--- src/rtl/fpu_if.sv ---
// Shared load bus between the controller and the FPU: one data word plus a step strobe in,
// result/error/ready out. The controller owns data/start and polls ready; there is no other flow control.
interface fpu_if;
    logic [15:0] data;
    logic        start;
    logic        ready;
    logic        error;
    logic [15:0] result;

    modport master (output data, start, input ready, error, result);
    modport slave  (input data, start, output ready, error, result);
endinterface

--- src/rtl/fpu.sv ---
// Serially loaded half-precision add/sub/mul/div; ready rises 3 cycles (div: 15) after the execute step.
// Steps arriving while busy are dropped; ready holds until the next accepted step.
module fpu (
    input  logic clk,
    input  logic rst,
    fpu_if.slave fpu_io
);
    typedef enum logic [2:0] {LOAD_A, LOAD_B, LOAD_OP, EXEC, BUSY, DONE} state_t;

    localparam logic [15:0] QNAN   = 16'h7E00;
    localparam logic [1:0]  OP_SUB = 2'd1;
    localparam logic [1:0]  OP_MUL = 2'd2;
    localparam logic [1:0]  OP_DIV = 2'd3;

    state_t      state_q;
    logic        start_q;
    logic [15:0] a_q, b_q;
    logic [1:0]  op_q;
    logic [3:0]  cnt_q;
    logic [11:0] rem_q;
    logic [12:0] quo_q;
    logic        ready_q, error_q;
    logic [15:0] result_q;

    logic        step;
    logic [4:0]  ea, eb;
    logic        za, zb, sa, sb, special;
    logic [10:0] ma, mb;

    assign step    = fpu_io.start & ~start_q;
    assign ea      = a_q[14:10];
    assign eb      = b_q[14:10];
    assign za      = (ea == 5'd0);
    assign zb      = (eb == 5'd0);
    assign ma      = za ? 11'd0 : {1'b1, a_q[9:0]};
    assign mb      = zb ? 11'd0 : {1'b1, b_q[9:0]};
    assign sa      = a_q[15];
    assign sb      = b_q[15] ^ (op_q == OP_SUB);
    assign special = (ea == 5'd31) | (eb == 5'd31);

    // Add/sub: the lowest guard bit is sticky, so truncation matches the exact result.
    logic        a_big, eff_sub, sticky, s_big;
    logic [4:0]  e_big, shamt;
    logic [10:0] m_big, m_sml;
    logic [13:0] sml_ext, sml_aln, lost_mask;
    logic [14:0] sum, norm;
    logic [3:0]  lz;

    assign a_big     = {ea, ma} >= {eb, mb};
    assign e_big     = a_big ? ea : eb;
    assign s_big     = a_big ? sa : sb;
    assign shamt     = a_big ? (ea - eb) : (eb - ea);
    assign m_big     = a_big ? ma : mb;
    assign m_sml     = a_big ? mb : ma;
    assign eff_sub   = sa ^ sb;
    assign sml_ext   = {m_sml, 3'b000};
    assign lost_mask = ~(14'h3FFF << shamt);
    assign sticky    = |(sml_ext & lost_mask);
    assign sml_aln   = (sml_ext >> shamt) | {13'd0, sticky};
    assign sum       = eff_sub ? ({1'b0, m_big, 3'b000} - {1'b0, sml_aln})
                               : ({1'b0, m_big, 3'b000} + {1'b0, sml_aln});

    always_comb begin
        lz = 4'd0;
        for (int i = 0; i < 15; i++) begin
            if (sum[i]) lz = 4'(14 - i);
        end
    end

    assign norm = sum << lz;

    logic [21:0] prod;
    assign prod = ma * mb;

    logic [11:0] rem_diff;
    logic        rem_ge;
    assign rem_ge   = rem_q >= {1'b0, mb};
    assign rem_diff = rem_q - {1'b0, mb};

    logic signed [6:0] r_exp;
    logic [9:0]        r_frac;
    logic              r_sign, r_zero, r_err;
    logic [15:0]       result_d;
    logic              error_d;

    always_comb begin
        r_exp  = 7'sd0;
        r_frac = 10'd0;
        r_sign = 1'b0;
        r_zero = 1'b0;
        r_err  = 1'b0;
        case (op_q)
            OP_MUL: begin
                r_sign = sa ^ sb;
                r_zero = za | zb;
                r_exp  = $signed({2'b00, ea}) + $signed({2'b00, eb}) - 7'sd15
                       + $signed({6'd0, prod[21]});
                r_frac = 10'(prod >> (prod[21] ? 11 : 10));
            end
            OP_DIV: begin
                r_sign = sa ^ sb;
                r_err  = zb;
                r_zero = za;
                r_exp  = $signed({2'b00, ea}) - $signed({2'b00, eb}) + 7'sd14
                       + $signed({6'd0, quo_q[12]});
                r_frac = 10'(quo_q >> (quo_q[12] ? 2 : 1));
            end
            default: begin
                r_zero = (sum == 15'd0);
                r_sign = r_zero ? 1'b0 : s_big;
                r_exp  = $signed({2'b00, e_big}) + 7'sd1 - $signed({3'b000, lz});
                r_frac = 10'(norm >> 4);
            end
        endcase

        error_d  = 1'b0;
        result_d = {r_sign, r_exp[4:0], r_frac};
        if (special | r_err | (!r_zero && (r_exp > 7'sd30))) begin
            error_d  = 1'b1;
            result_d = QNAN;
        end else if (r_zero | (r_exp < 7'sd1)) begin
            result_d = {r_sign, 15'd0};
        end
    end

    always_ff @(posedge clk or posedge rst) begin
        if (rst) begin
            state_q  <= LOAD_A;
            start_q  <= 1'b0;
            a_q      <= 16'd0;
            b_q      <= 16'd0;
            op_q     <= 2'd0;
            cnt_q    <= 4'd0;
            rem_q    <= 12'd0;
            quo_q    <= 13'd0;
            ready_q  <= 1'b0;
            error_q  <= 1'b0;
            result_q <= 16'd0;
        end else begin
            start_q <= fpu_io.start;
            case (state_q)
                LOAD_A, DONE: begin
                    if (step) begin
                        a_q     <= fpu_io.data;
                        ready_q <= 1'b0;
                        error_q <= 1'b0;
                        state_q <= LOAD_B;
                    end
                end
                LOAD_B: begin
                    if (step) begin
                        b_q     <= fpu_io.data;
                        state_q <= LOAD_OP;
                    end
                end
                LOAD_OP: begin
                    if (step) begin
                        op_q    <= fpu_io.data[1:0];
                        state_q <= EXEC;
                    end
                end
                EXEC: begin
                    if (step) begin
                        cnt_q   <= 4'd0;
                        rem_q   <= {1'b0, ma};
                        quo_q   <= 13'd0;
                        state_q <= BUSY;
                    end
                end
                BUSY: begin
                    // One restoring-division quotient bit per cycle for the first 13 busy cycles.
                    if ((op_q == OP_DIV) && (cnt_q < 4'd13)) begin
                        rem_q <= rem_ge ? (rem_diff << 1) : (rem_q << 1);
                        quo_q <= {quo_q[11:0], rem_ge};
                    end
                    if (cnt_q == ((op_q == OP_DIV) ? 4'd14 : 4'd2)) begin
                        ready_q  <= 1'b1;
                        error_q  <= error_d;
                        result_q <= result_d;
                        state_q  <= DONE;
                    end else begin
                        cnt_q <= cnt_q + 4'd1;
                    end
                end
                default: state_q <= LOAD_A;
            endcase
        end
    end

    assign fpu_io.ready  = ready_q;
    assign fpu_io.error  = error_q;
    assign fpu_io.result = result_q;
endmodule

--- src/flat_wrapper.sv ---
// flat-port wrapper written by rule: the top's interface ports become plain ports
module fpu_flat 
  (clk, rst, fpu_io_data, fpu_io_start, fpu_io_ready, fpu_io_error, fpu_io_result);
  fpu_if fpu_io_i ();
  input  logic clk;
  input  logic rst;
  input wire logic [$bits(fpu_io_i.data)-1:0] fpu_io_data;
  input wire logic [$bits(fpu_io_i.start)-1:0] fpu_io_start;
  output wire logic [$bits(fpu_io_i.ready)-1:0] fpu_io_ready;
  output wire logic [$bits(fpu_io_i.error)-1:0] fpu_io_error;
  output wire logic [$bits(fpu_io_i.result)-1:0] fpu_io_result;
  assign fpu_io_i.data = fpu_io_data;
  assign fpu_io_i.start = fpu_io_start;
  assign fpu_io_ready = fpu_io_i.ready;
  assign fpu_io_error = fpu_io_i.error;
  assign fpu_io_result = fpu_io_i.result;
  fpu u_core (.clk(clk), .rst(rst), .fpu_io(fpu_io_i));
endmodule
--- config.mk ---
export PLATFORM = sky130hd
export DESIGN_NAME = fpu_flat
export DESIGN_NICKNAME = d
export VERILOG_FILES = /design/src/rtl/fpu_if.sv /design/src/rtl/fpu.sv /design/src/flat_wrapper.sv
export SDC_FILE = /design/constraint.sdc
export NUM_CORES = 1
export LEC_CHECK = 0
export ABC_AREA = 1
export CORE_MARGIN = 2
export CORE_UTILIZATION = 47
export CTS_CLUSTER_SIZE = 40
export DETAILED_ROUTE_END_ITERATION = 10
export PLACE_DENSITY_LB_ADDON = 0.3
export REMOVE_ABC_BUFFERS = 1
export SLEW_MARGIN = 20
export SYNTH_ARGS = -nofsm -noshare
export SYNTH_HDL_FRONTEND = slang
export SYNTH_SLANG_ARGS = --single-unit
--- constraint.sdc ---
create_clock -name clk -period 10.4 [get_ports clk]
set_clock_uncertainty 0.15 [all_clocks]
set_input_delay 1.04 -clock clk [delete_from_list [all_inputs] [get_ports clk]]
set_output_delay 1.04 -clock clk [all_outputs]
set_load 0.05 [all_outputs]
==> metrics <==
run status=finished clean; n_diodes=0; Hold Path Class=flop to flop; GRT Util Overall=a little over a quarter; Final min period=~9.4 ns; Ys Warns=0; register area share after synthesis=around 17%; crit-path max FO=29; setup slack, reg-to-reg=0.99 ns; nets=2095; Syn Area/Cell=6.861 sq um; TritonCTS Buffers=9; WL met2=around 17 mm; Critical Path RT=~11 ns; Crit path arrival time=approximately 9.6 ns; Final setup viols=0; Worst-path clk slew=roughly 0.07 ns; Vias/cell=5.521; Worst-Margin Slew=0.8535 ns; die area=0.02801 sq mm; global-route wire length before repair=60.28 mm; I/O Buffers=36; Fin. Hold Viols=0; clock tree buffer depth=2; critical path type=flop to flop; vias in the first global route=between 10000 and 15000; Post-Synthesis Cell Area=around 0.013 sq mm; layout cells sized above 1=under 10%; cell count after synthesis=around 1800; worst r2r dst=u_core.fpu_io.result[11]; num rows=just under 60; R2R Path Start=u_core.b_q[11]; hold wc startpoint=u_core.b_q[8]; DP HPWL=29.27 mm; Placer Congestion=about 1; Max-cap violations=0; Post-CTS Hold Buffers=0; commonest cells in the netlist=425 x nand2_1, 277 x inv_1, 160 x nor2_1; TritonCTS clock tree=built; met3 WL post-DR=between 2 and 3 mm; initial antenna violation count=0; GRT overflow=0; PostCTS Resize Cnt=0; setup_tns=0 ns; Worst Hold End=u_core.b_q[8]; vias=12102; first drt pass iteration count=7; f_max=~0.11 GHz; latest clock arrival within the worst-skew pair=approximately 0.35 ns; I/O pins=37; wl on met1=16.42 mm; CTS root buffer=clkbuf_16; crit end category=flop; top cells by area, synth=dfrtp_1 17%, ha_1 14%, fa_1 14%; clk sinks=between 80 and 90; fin crit share=between 90 and 100%; top_reg_cell synth=dfrtp_1; antenna-violating nets left=0; DRC Markers=0; final WL=37.06 mm; post-synth top area cell=dfrtp_1; Worst Reg-to-Reg Cells=48; DIE WIDTH=167.4 um; Async S/R FF share, synth=100.0%; EDFF count, synth=0; uppermost routed layer=met4; die height=around 170 um; Layout area overhead=8.459%; DR WL/cell=approximately 17 um; Max-Slew Margin vs Limit=43.10%; RSZ-0062 raised after global routing=false; Slew Limit Fails=0; CP Launch Type=flop; synthesized flop and latch total=85; count leader, synth=nand2_1; initial drt markers=1117; Placeable Area=around 0.026 sq mm; crit path max-delay cell type=dfrtp_1; post-synthesis cell type count=57; Synth top area share=16.96%; Hold Path Cell Cnt=2; Worst path max stage delay=0.49 ns; H-tree depth=3; critical path's most frequent cell=nand2_1; Initial Util=~48%; post-CTS setup repair buffer count=0; largest net degree at the start of global routing=67
## cell usage in the layout, fill, tap and decap left out, types with 3 or more instances in the layout
| cell type | count |
|---|---|
| nand2_1 | 425 |
| inv_1 | 276 |
| nor2_1 | 160 |
| nand3_1 | 152 |
| ha_1 | 139 |
| o21ai_0 | 126 |
| a21oi_1 | 103 |
| fa_1 | 85 |
| dfrtp_1 | 85 |
| clkdlybuf4s50_1 | 36 |
| buf_4 | 31 |
| xor2_1 | 30 |
| nor3_1 | 24 |
| o22ai_1 | 17 |
| nand4_1 | 15 |
| clkinv_1 | 13 |
| inv_2 | 12 |
| o21ai_1 | 12 |
| a22oi_1 | 9 |
| clkbuf_16 | 9 |
| nand2_2 | 8 |
| xnor2_1 | 7 |
| o21bai_1 | 6 |
| or2_2 | 6 |
| o21a_1 | 6 |
| nand3_2 | 4 |
| nand2_4 | 4 |
| nor2_2 | 4 |
| a21o_1 | 4 |
| a31oi_1 | 4 |
| o211ai_1 | 4 |
| nand3b_1 | 3 |
| clkinv_4 | 3 |
## final cells by class
type	instances	area, sq um
well taps	335	419.2
flip-flops and latches	85	2127
multi-input cells	1387	9022
repair buffers	67	593.1
inverters	302	1135
clock buffers	9	225.2
fillers	2636	12530
clock inverters	7	81.33
## routing by layer
layer  track usage [%]  vias up
met4             6.654        0
met3             3.971       52
li1                  -     5913
met5                 0        -
met2             44.22      457
met1             37.65     5680
## through the flow
step                setup WS, ns  cell area (sq um)  util (%)  hold WS [ns]  std cells
CTS                       0.4955              13540     51.81        0.3369       2184
floorplan                  1.636              12280         -        0.3034       1774
global placement          0.6754              13230     50.63        0.3176       2168
detailed placement        0.5595              13230     50.63        0.3176       2168
global route              0.1859              13600     52.05        0.3544       2192
finish                    0.9923              13600     52.05        0.3350       2192
## sequential cells by signal (all words and copies together) (netlist names)
| signal | count |
|---|---|
| u_core.fpu_io.result | 16 |
| u_core.state_q | 3 |
| u_core.fpu_io.error | 1 |
| u_core.b_q | 16 |
| u_core.a_q | 16 |
| u_core.fpu_io.ready | 1 |
| u_core.quo_q | 13 |
| u_core.cnt_q | 4 |
| u_core.rem_q | 12 |
| u_core.start_q | 1 |
| u_core.op_q | 2 |
## worst max-delay path, delay by kind of cell (launching register included)
| family | cells | cell delay [ns] |
|---|---|---|
| AOI/OAI and AO/OA | 14 | 2.26 |
| adders and majority gates | 4 | 1.55 |
| and+or+nand+nor | 23 | 3.43 |
| DFF | 1 | 0.49 |
| buffers and inverters | 6 | 1.18 |
| xor gates and xnor gates | 1 | 0.22 |
## cells by family (layout without fill, tap and decap cells)
kind of cell	Yosys count	after routing	share of synthesized area, %
simple gates	815	815	27.85
xor+xnor	39	39	2.843
fa+ha+maj	224	224	27.43
compound gates	309	309	13.77
flops	85	85	16.96
buf+inv	356	385	11.14
## how the worst max path moves through the flow
stage                               from                  endpoint  depth (start not counted)
after floorplan           u_core.a_q[11]  u_core.fpu_io.result[10]                         37
after global placement    u_core.b_q[11]  u_core.fpu_io.result[11]                         47
after detailed placement  u_core.b_q[11]  u_core.fpu_io.result[12]                         47
after CTS                 u_core.b_q[11]  u_core.fpu_io.result[11]                         47
after global routing      u_core.a_q[11]  u_core.fpu_io.result[11]                         55
final                     u_core.b_q[11]  u_core.fpu_io.result[11]                         48
Power is left out: the tool's default activity adds up to more than one toggle a clock period on the data nets, which glitch-free logic cannot reach.
